==> config.mk <==
export PLATFORM = sky130hd
export DESIGN_NAME = sf_ctrl
export DESIGN_NICKNAME = d
export VERILOG_FILES = /design/src/rtl/sf_ctrl.sv
export SDC_FILE = /design/constraint.sdc
export NUM_CORES = 1
export LEC_CHECK = 0
export CAP_MARGIN = 0
export CORE_MARGIN = 3
export CORE_UTILIZATION = 41
export DETAILED_ROUTE_END_ITERATION = 10
export PLACE_DENSITY = 0.94
export SYNTH_ARGS = -nofsm -noshare
export SYNTH_HDL_FRONTEND = slang
export SYNTH_SLANG_ARGS = --single-unit
==> constraint.sdc <==
create_clock -name clock -period 2.55 [get_ports clock]
set_input_delay 0.3825 -clock clock [delete_from_list [all_inputs] [get_ports clock]]
set_output_delay 0.3825 -clock clock [all_outputs]
set_load 0.01 [all_outputs]
==> src/rtl/sf_ctrl.sv <==
// HN-F snoop-filter port sequencer: arbitrates SLC ReadUnique lookups against POCQ ownership
// updates, invalidates a displaced owner with SnpUnique, then records the requester as unique owner.

module sf_ctrl_chk #(
    parameter int unsigned ADDR_W = 48,
    parameter int unsigned ID_W   = 7
) (
    input logic              clock,
    input logic              reset,
    input logic              in_idle,
    input logic              lk_ready,
    input logic              up_ready,
    input logic              sf_rd_valid,
    input logic              sf_wr_valid,
    input logic [ADDR_W-1:0] sf_addr,
    input logic              snp_valid,
    input logic              snp_ready,
    input logic [ID_W-1:0]   snp_tgt,
    input logic [ADDR_W-1:0] snp_addr
);
    a_strobe_excl: assert property (@(posedge clock) disable iff (reset)
        !(sf_rd_valid && sf_wr_valid));

    a_ready_excl: assert property (@(posedge clock) disable iff (reset)
        !(lk_ready && up_ready));

    a_ready_idle: assert property (@(posedge clock) disable iff (reset)
        (lk_ready || up_ready) |-> in_idle);

    a_addr_quiet: assert property (@(posedge clock) disable iff (reset)
        !(sf_rd_valid || sf_wr_valid) |-> (sf_addr == {ADDR_W{1'b0}}));

    a_snp_hold: assert property (@(posedge clock) disable iff (reset)
        (snp_valid && !snp_ready) |=> (snp_valid && $stable(snp_tgt) && $stable(snp_addr)));
endmodule

module sf_ctrl #(
    parameter int unsigned        ADDR_W   = 48,
    parameter int unsigned        ID_W     = 7,
    parameter int unsigned        STATE_W  = 3,
    parameter logic [STATE_W-1:0] UC_STATE = 3'd2
) (
    input  logic               clock,
    input  logic               reset,
    input  logic               lk_valid,
    output logic               lk_ready,
    input  logic [ADDR_W-1:0]  lk_addr,
    input  logic [ID_W-1:0]    lk_srcid,
    input  logic               up_valid,
    output logic               up_ready,
    input  logic [ADDR_W-1:0]  up_addr,
    input  logic [ID_W-1:0]    up_srcid,
    input  logic [STATE_W-1:0] up_state,
    output logic               sf_rd_valid,
    output logic [ADDR_W-1:0]  sf_addr,
    input  logic               sf_hit,
    input  logic [ID_W-1:0]    sf_hit_owner,
    output logic               sf_wr_valid,
    output logic [ID_W-1:0]    sf_wr_owner,
    output logic [STATE_W-1:0] sf_wr_state,
    output logic               snp_valid,
    input  logic               snp_ready,
    output logic [ID_W-1:0]    snp_tgt,
    output logic [ADDR_W-1:0]  snp_addr,
    input  logic               snp_rsp_valid,
    output logic               lk_done,
    output logic               lk_snooped
);

    typedef enum logic [2:0] {
        ST_IDLE     = 3'd0,
        ST_UPD      = 3'd1,
        ST_LOOKUP   = 3'd2,
        ST_SNOOP    = 3'd3,
        ST_SNP_WAIT = 3'd4,
        ST_WRITE    = 3'd5,
        ST_DONE     = 3'd6
    } sf_state_e;

    sf_state_e          state_r;
    sf_state_e          state_s;
    sf_state_e          out_state_s;
    logic               rr_last_r;     // 1: the lookup side won the most recent grant
    logic [ADDR_W-1:0]  cap_addr_r;
    logic [ID_W-1:0]    cap_srcid_r;
    logic [ID_W-1:0]    cap_owner_r;
    logic [STATE_W-1:0] cap_state_r;
    logic               snooped_r;
    logic               rsp_seen_r;
    logic               grant_lk_s;
    logic               grant_up_s;
    logic               need_snoop_s;

    // Round-robin grant, only offered from IDLE and never while reset is held
    always_comb begin
        grant_lk_s = 1'b0;
        grant_up_s = 1'b0;
        if (!reset && (state_r == ST_IDLE)) begin
            if (lk_valid && up_valid) begin
                grant_lk_s = ~rr_last_r;
                grant_up_s = rr_last_r;
            end else begin
                grant_lk_s = lk_valid;
                grant_up_s = up_valid;
            end
        end else begin
            grant_lk_s = 1'b0;
            grant_up_s = 1'b0;
        end
    end

    // A hit owned by a different RN-F must be invalidated before ownership moves
    always_comb begin
        need_snoop_s = 1'b0;
        if (state_r == ST_LOOKUP) begin
            need_snoop_s = sf_hit && (sf_hit_owner != cap_srcid_r);
        end else begin
            need_snoop_s = 1'b0;
        end
    end

    // State register
    always_ff @(posedge clock) begin
        if (reset) begin
            state_r <= ST_IDLE;
        end else begin
            state_r <= state_s;
        end
    end

    // Next-state logic
    always_comb begin
        state_s = state_r;
        case (state_r)
            ST_IDLE: begin
                if (grant_lk_s) begin
                    state_s = ST_LOOKUP;
                end else if (grant_up_s) begin
                    state_s = ST_UPD;
                end else begin
                    state_s = ST_IDLE;
                end
            end
            ST_UPD:    state_s = ST_IDLE;
            ST_LOOKUP: begin
                if (need_snoop_s) begin
                    state_s = ST_SNOOP;
                end else begin
                    state_s = ST_WRITE;
                end
            end
            ST_SNOOP: begin
                if (snp_ready) begin
                    state_s = ST_SNP_WAIT;
                end else begin
                    state_s = ST_SNOOP;
                end
            end
            ST_SNP_WAIT: begin
                if (snp_rsp_valid || rsp_seen_r) begin
                    state_s = ST_WRITE;
                end else begin
                    state_s = ST_SNP_WAIT;
                end
            end
            ST_WRITE: state_s = ST_DONE;
            ST_DONE:  state_s = ST_IDLE;
            default:  state_s = ST_IDLE;
        endcase
    end

    // Request capture, snoop bookkeeping and round-robin history
    always_ff @(posedge clock) begin
        if (reset) begin
            rr_last_r   <= 1'b0;
            cap_addr_r  <= {ADDR_W{1'b0}};
            cap_srcid_r <= {ID_W{1'b0}};
            cap_owner_r <= {ID_W{1'b0}};
            cap_state_r <= {STATE_W{1'b0}};
            snooped_r   <= 1'b0;
            rsp_seen_r  <= 1'b0;
        end else begin
            if (grant_lk_s) begin
                rr_last_r   <= 1'b1;
                cap_addr_r  <= lk_addr;
                cap_srcid_r <= lk_srcid;
                cap_state_r <= {STATE_W{1'b0}};
                snooped_r   <= 1'b0;
                rsp_seen_r  <= 1'b0;
            end else if (grant_up_s) begin
                rr_last_r   <= 1'b0;
                cap_addr_r  <= up_addr;
                cap_srcid_r <= up_srcid;
                cap_state_r <= up_state;
            end
            if (need_snoop_s) begin
                cap_owner_r <= sf_hit_owner;
                snooped_r   <= 1'b1;
            end
            // A response racing the snoop handshake is remembered for SNP_WAIT
            if ((state_r == ST_SNOOP) && snp_ready && snp_rsp_valid) begin
                rsp_seen_r <= 1'b1;
            end
        end
    end

    // Output decode; reset forces the quiet IDLE decode so nothing leaks mid-abort
    always_comb begin
        out_state_s = reset ? ST_IDLE : state_r;
        lk_ready    = grant_lk_s;
        up_ready    = grant_up_s;
        sf_rd_valid = 1'b0;
        sf_wr_valid = 1'b0;
        sf_addr     = {ADDR_W{1'b0}};
        sf_wr_owner = {ID_W{1'b0}};
        sf_wr_state = {STATE_W{1'b0}};
        snp_valid   = 1'b0;
        snp_tgt     = {ID_W{1'b0}};
        snp_addr    = {ADDR_W{1'b0}};
        lk_done     = 1'b0;
        lk_snooped  = 1'b0;
        case (out_state_s)
            ST_UPD: begin
                sf_wr_valid = 1'b1;
                sf_addr     = cap_addr_r;
                sf_wr_owner = cap_srcid_r;
                sf_wr_state = cap_state_r;
            end
            ST_LOOKUP: begin
                sf_rd_valid = 1'b1;
                sf_addr     = cap_addr_r;
            end
            ST_SNOOP: begin
                snp_valid = 1'b1;
                snp_tgt   = cap_owner_r;
                snp_addr  = cap_addr_r;
            end
            ST_WRITE: begin
                sf_wr_valid = 1'b1;
                sf_addr     = cap_addr_r;
                sf_wr_owner = cap_srcid_r;
                sf_wr_state = UC_STATE;
            end
            ST_DONE: begin
                lk_done    = 1'b1;
                lk_snooped = snooped_r;
            end
            default: begin
                sf_rd_valid = 1'b0;
                sf_wr_valid = 1'b0;
            end
        endcase
    end

    sf_ctrl_chk #(
        .ADDR_W (ADDR_W),
        .ID_W   (ID_W)
    ) u_chk (
        .clock       (clock),
        .reset       (reset),
        .in_idle     (state_r == ST_IDLE),
        .lk_ready    (lk_ready),
        .up_ready    (up_ready),
        .sf_rd_valid (sf_rd_valid),
        .sf_wr_valid (sf_wr_valid),
        .sf_addr     (sf_addr),
        .snp_valid   (snp_valid),
        .snp_ready   (snp_ready),
        .snp_tgt     (snp_tgt),
        .snp_addr    (snp_addr)
    );

endmodule
; ---- Yosys cells after proc, flatten, opt, wreduce, memory -nomap -nowiden
; Cells that the tools add are included.
[totals]
register_bits = 71
memories = 0
ram_bits = 0
romBits = 0
elab_cells = 64
latch_bits = 0
out_inout_bits = 120
[classes]
div = 0
shift = 0
n_addsub = 0
muxes = 31
n_eq_ne = 10
n_lt_le_gt_ge = 0
bitwise = 1
reduce_logical = 14
n_mul = 0
[op_table]
columns = op, count
row1 = 2-to-1 mux 48 bit, 4
row2 = 2-to-1 mux 7 bit, 4
row3 = 2-to-1 mux 1 bit, 17
row4 = case mux 3 bit (5 select lines), 1
row5 = "== test 3 x 2 -> 1 bit, second input constant", 4
row6 = "== test 3 bit, second input constant", 4
row7 = 2-to-1 mux 3 bit, 3
row8 = != test 7 bit, 1
row9 = case mux 3 bit (2 select lines), 1
row10 = nonzero test 2 bit, 3
row11 = logical AND 1 bit, 5
row12 = OR reduction 2 bit, 2
row13 = "== test 3 x 1 -> 1 bit, second input constant", 1
row14 = logical NOT 3 bit, 1
row15 = OR reduction 3 bit, 1
row16 = 2-to-1 mux 2 bit, 1
row17 = logical NOT 1 bit, 1
row18 = logical OR 1 bit, 1
row19 = inverter 1 bit, 1

; ---- Depth between registers and ports, before layout
[logic_depth]
word_depth = 6
ltp_mapped = 7

; ---- Worst setup path before layout
; No wires, ideal clock.
[synth_path]
kind = reg2out
start = reg state_r[2]
end = out sf_addr[27]
t_required_ns = 2.168
path_stages_with_launch = 8
arrival_ns = 1.517
path_buffers = 3
setup_slack_ns = 0.650
cell_sequence = dfxtp_1 -> buf_2 -> nand2b_1 -> or2_1 -> a21oi_2 -> buf_2 -> buf_4 -> and2_1
[synth_via]
elab_chain_cells = 4
elab_cells_between_ends = 6
[synth_lines]
columns = item, line_no
row1 = start: declaration, 80  ; sf_state_e state_r;
row2 = start signal: assignment, 127  ; state_r <= state_s;
row3 = 2-to-1 mux 3 bit *, 209  ; out_state_s = reset ? ST_IDLE : state_r;
row4 = "== test 3 bit, or another cell as far along", 222  ; case (out_state_s)
row5 = OR reduction 3 bit (no source line) *, --
row6 = 2-to-1 mux 48 bit *, 222
row7 = end: declaration, 55  ; output logic [ADDR_W-1:0] sf_addr,
; Mark *: on every way between the ends. The rest lies on a longest branch, timed or not.

; ---- Worst setup path in the final report
[layout_path]
start = reg state_r[2]
end = out snp_addr[37]
[layout_via]
elab_chain_cells = 3
[layout_lines]
columns = item, line_no
row1 = 2-to-1 mux 3 bit, 209
row2 = == test 3 x 2 -> 1 bit, 222
row3 = 2-to-1 mux 48 bit, 222
row4 = end: declaration, 64  ; output logic [ADDR_W-1:0] snp_addr,
; Every way passes these cells.

==> impl_metrics.toml <==
[outcome]
outcome = "finished clean"

[sta]
finalCriticalPeriod_ns = 2.49
max_clock_freq_mhz = 402
finalHoldViolCount = 0
fin_skew_ns = 0.0163
final-max-slew-violation-count = 0
period_share_pct = 97.5
maxSlewHeadroom_pct = 57.0
worst_pin_slew_ns = 0.645
setup_viol = 0

[power_and_ir_drop]
power.total_uw = 3000
swShare_pct = 30.8
power_frac_clock_pct = 30.2
switching_power_uw = 923
p_per_area_nw_per_um2 = 439
ir_drop_v = 0.000256
internal_power_uw = 2080
comb_power_share_pct = 25.7
leakage_uw = 0.00307
power.share.sequential_pct = 44.2

[floorplanning]
core_um2 = 9370
die_area_um2 = 11000
die_y_um = 105
pin_count = 247
die_w_um = 105
initial_utilization_pct = 42.8
rows = 35

[drt]
route.detailed.drc = 0
wl_per_cell_um = 16.9
vias = 4598
routed_via_density = 5.17
ant_nets = 0
first_iter_violations = 193
dr.pass1.iters = 5
wl_um = 15000

[yosys]
synth_edf_count = 0
synth_area_um2 = 4010
ys.warnings.count = 0
syn_area_per_cell_um2 = 7.58
synth_nets = 656
synth_most_common_cell = "nand2_1"
synthArstFlopShare_pct = 0
synth.area.top_cells = "dfxtp_1 (35%), and2_1 (17%), a311oi_1 (12%)"
ys_seq_area_share_pct = 35.4
synth_ff_type = "dfxtp_1"
synthCells = 529
synth_area_leader_cell = "dfxtp_1"
ys_ff_latch = 71
yosys-top-cells-count = "nand2_1 (112), and2_1 (111), dfxtp_1 (71)"
netlist.area_leader.share_pct = 35.4
yosysUniqueCellTypes = 34

[worst_setup_path]
path_class = "reg2out"
path_max_fanout = 14
end_kind = "output pin"
cp-start-kind = "flip-flop"
critPathRequiredTime_ns = 2.17
arrival_ns = 2.10

[grt]
grt_max_degree = 110
antenna_found_initial = 0
gr-total-overflow = 0
grt.total_usage_pct = 25.5
grt_pass1_vias = 4653
grt_pass1_wl_um = 22800

[job]
cap_violations = 0

[place]
place_inst = 870
gp_congestion = 0.821
dp_hpwl_um = 10600
place.port_buffers = 246

[layout]
stdcell_count = 890
syn2layout_area_growth_pct = 70.1
drive_above_1_share_pct = 5.78
num_antenna_cells = 0
n_fill_cell = 737
layout.nets = 883

[clocking]
cts_buffers = 9
ctsLongestPathBuffers = 2
cts_tree = "done"
cts-htree-levels = 3
clk_pin_slew_ns = 0.09
clkLatencyLatePin_ns = 0.34
clkSinkCount = 71
root_buffer = "clkbuf_8"

[hold_path]
hp-class = "reg2reg"
## per-layer routing
layer  vias to the layer above  global-route usage [%]  wire length (µm)
met4                         0                    11.6               538
met3                        41                    5.31               992
met1                      2119                    27.0              5530
li1                       2223                       -                 -
met5                         -                       0                 0
met2                       215                    47.8              7990
## through the flow
step	utilization, %	TNS [ns]	instance area, µm²	hold WS, ns	setup WS (ns)
global route	72.8	-0.0175	6820	0.504	-0.00399
floorplan	-	0	4010	0.432	0.650
CTS	71.7	-0.208	6720	0.449	-0.0412
finish	72.8	0	6820	0.477	0.0638
detailed placement	69.9	0	6550	0.466	0.192
global placement	69.9	0	6550	0.448	0.293
## power groups by stage
stage                     clock network, µW  registers [µW]  logic (µW)
after floorplan                           0            1310         439
after CTS                               922            1320         765
after detailed placement                  0            1350         774
after global routing                    967            1340         849
final                                   905            1320         769
after global placement                    0            1340         742
## cell families (layout without fill, tap and decap cells)
| logic type | count (synthesis) | after routing | synth area share [%] |
|---|---|---|---|
| muxes | 10 | 10 | 2.50 |
| DFF | 71 | 71 | 35.4 |
| AOI/OAI and AO/OA | 73 | 73 | 15.3 |
| xor gates and xnor gates | 7 | 7 | 1.53 |
| buffers and inverters | 50 | 282 | 5.99 |
| and+or+nand+nor | 318 | 318 | 39.3 |
## layout by cell type (no fill, tap or decap), drive strengths merged
master | synthesis | layout
a32o | 1 | 1
dlygate4sd2 | 0 | 48
dlymetal6s2s | 0 | 12
nor4 | 2 | 2
and3 | 3 | 3
a311oi | 55 | 55
o21ai | 2 | 2
clkbuf | 21 | 11
nor2 | 60 | 60
mux2i | 10 | 10
nor2b | 1 | 1
o22ai | 1 | 1
nor4b | 1 | 1
nand2 | 112 | 112
a211oi | 2 | 2
nand3 | 2 | 2
clkdlybuf4s50 | 0 | 185
clkinvlp | 0 | 1
a21oi | 8 | 8
nand2b | 19 | 19
a211o | 2 | 2
nor4bb | 1 | 1
inv | 4 | 4
clkinv | 0 | 5
dfxtp | 71 | 71
xor2 | 7 | 7
and2 | 111 | 111
o21a | 2 | 2
or2 | 1 | 1
bufinv | 0 | 1
nor3 | 5 | 5
buf | 25 | 15
## path summary, 6_finish.rpt
check / startpoint / to / slack (ns) / cells past startpoint
max: state_r[2] / snp_addr[37] / 0.06 / 6
min: cap_owner_r[3] / cap_owner_r[3] / 0.48 / 2
max reg2reg: state_r[1] / cap_addr_r[17] / 0.42 / 7
min reg2reg: cap_owner_r[3] / cap_owner_r[3] / 0.48 / 2
## registers in the layout (all words and copies together) (netlist names)
signal and count:
cap_owner_r 7, snooped_r 1, cap_srcid_r 7, rr_last_r 1, rsp_seen_r 1, state_r 3
cap_state_r 3, cap_addr_r 48
## area by class of cell
type	count	area [µm²]	share of cell area, %
clock inverters	7	73.8	1.08
repair buffers	262	2640	38.7
clock buffers	9	124	1.82
flip-flops and latches	71	1420	20.8
inverters	4	15.0	0.220
multi-input cells	408	2390	35.0
well taps	129	161	2.37
## timing repair
item / CTS / global route
buffers inserted: 0 / 1
cloned: 1 / 2
endpoints found under the hold margin: 0 / 0
setup endpoints to repair: 67 / 63
resized for setup: 53 / 16
hold buffers: 0 / 0
## worst max-delay path, cell delays in order, from the launching register on
cell,delay [ns]
dfxtp_1,0.31
buf_4,0.17
nor2_4,0.12
and3_4,0.29
clkbuf_16,0.21
and2_1,0.13
clkdlybuf4s50_1,0.53
No activity file was read; power rests on OpenSTA's default activity.
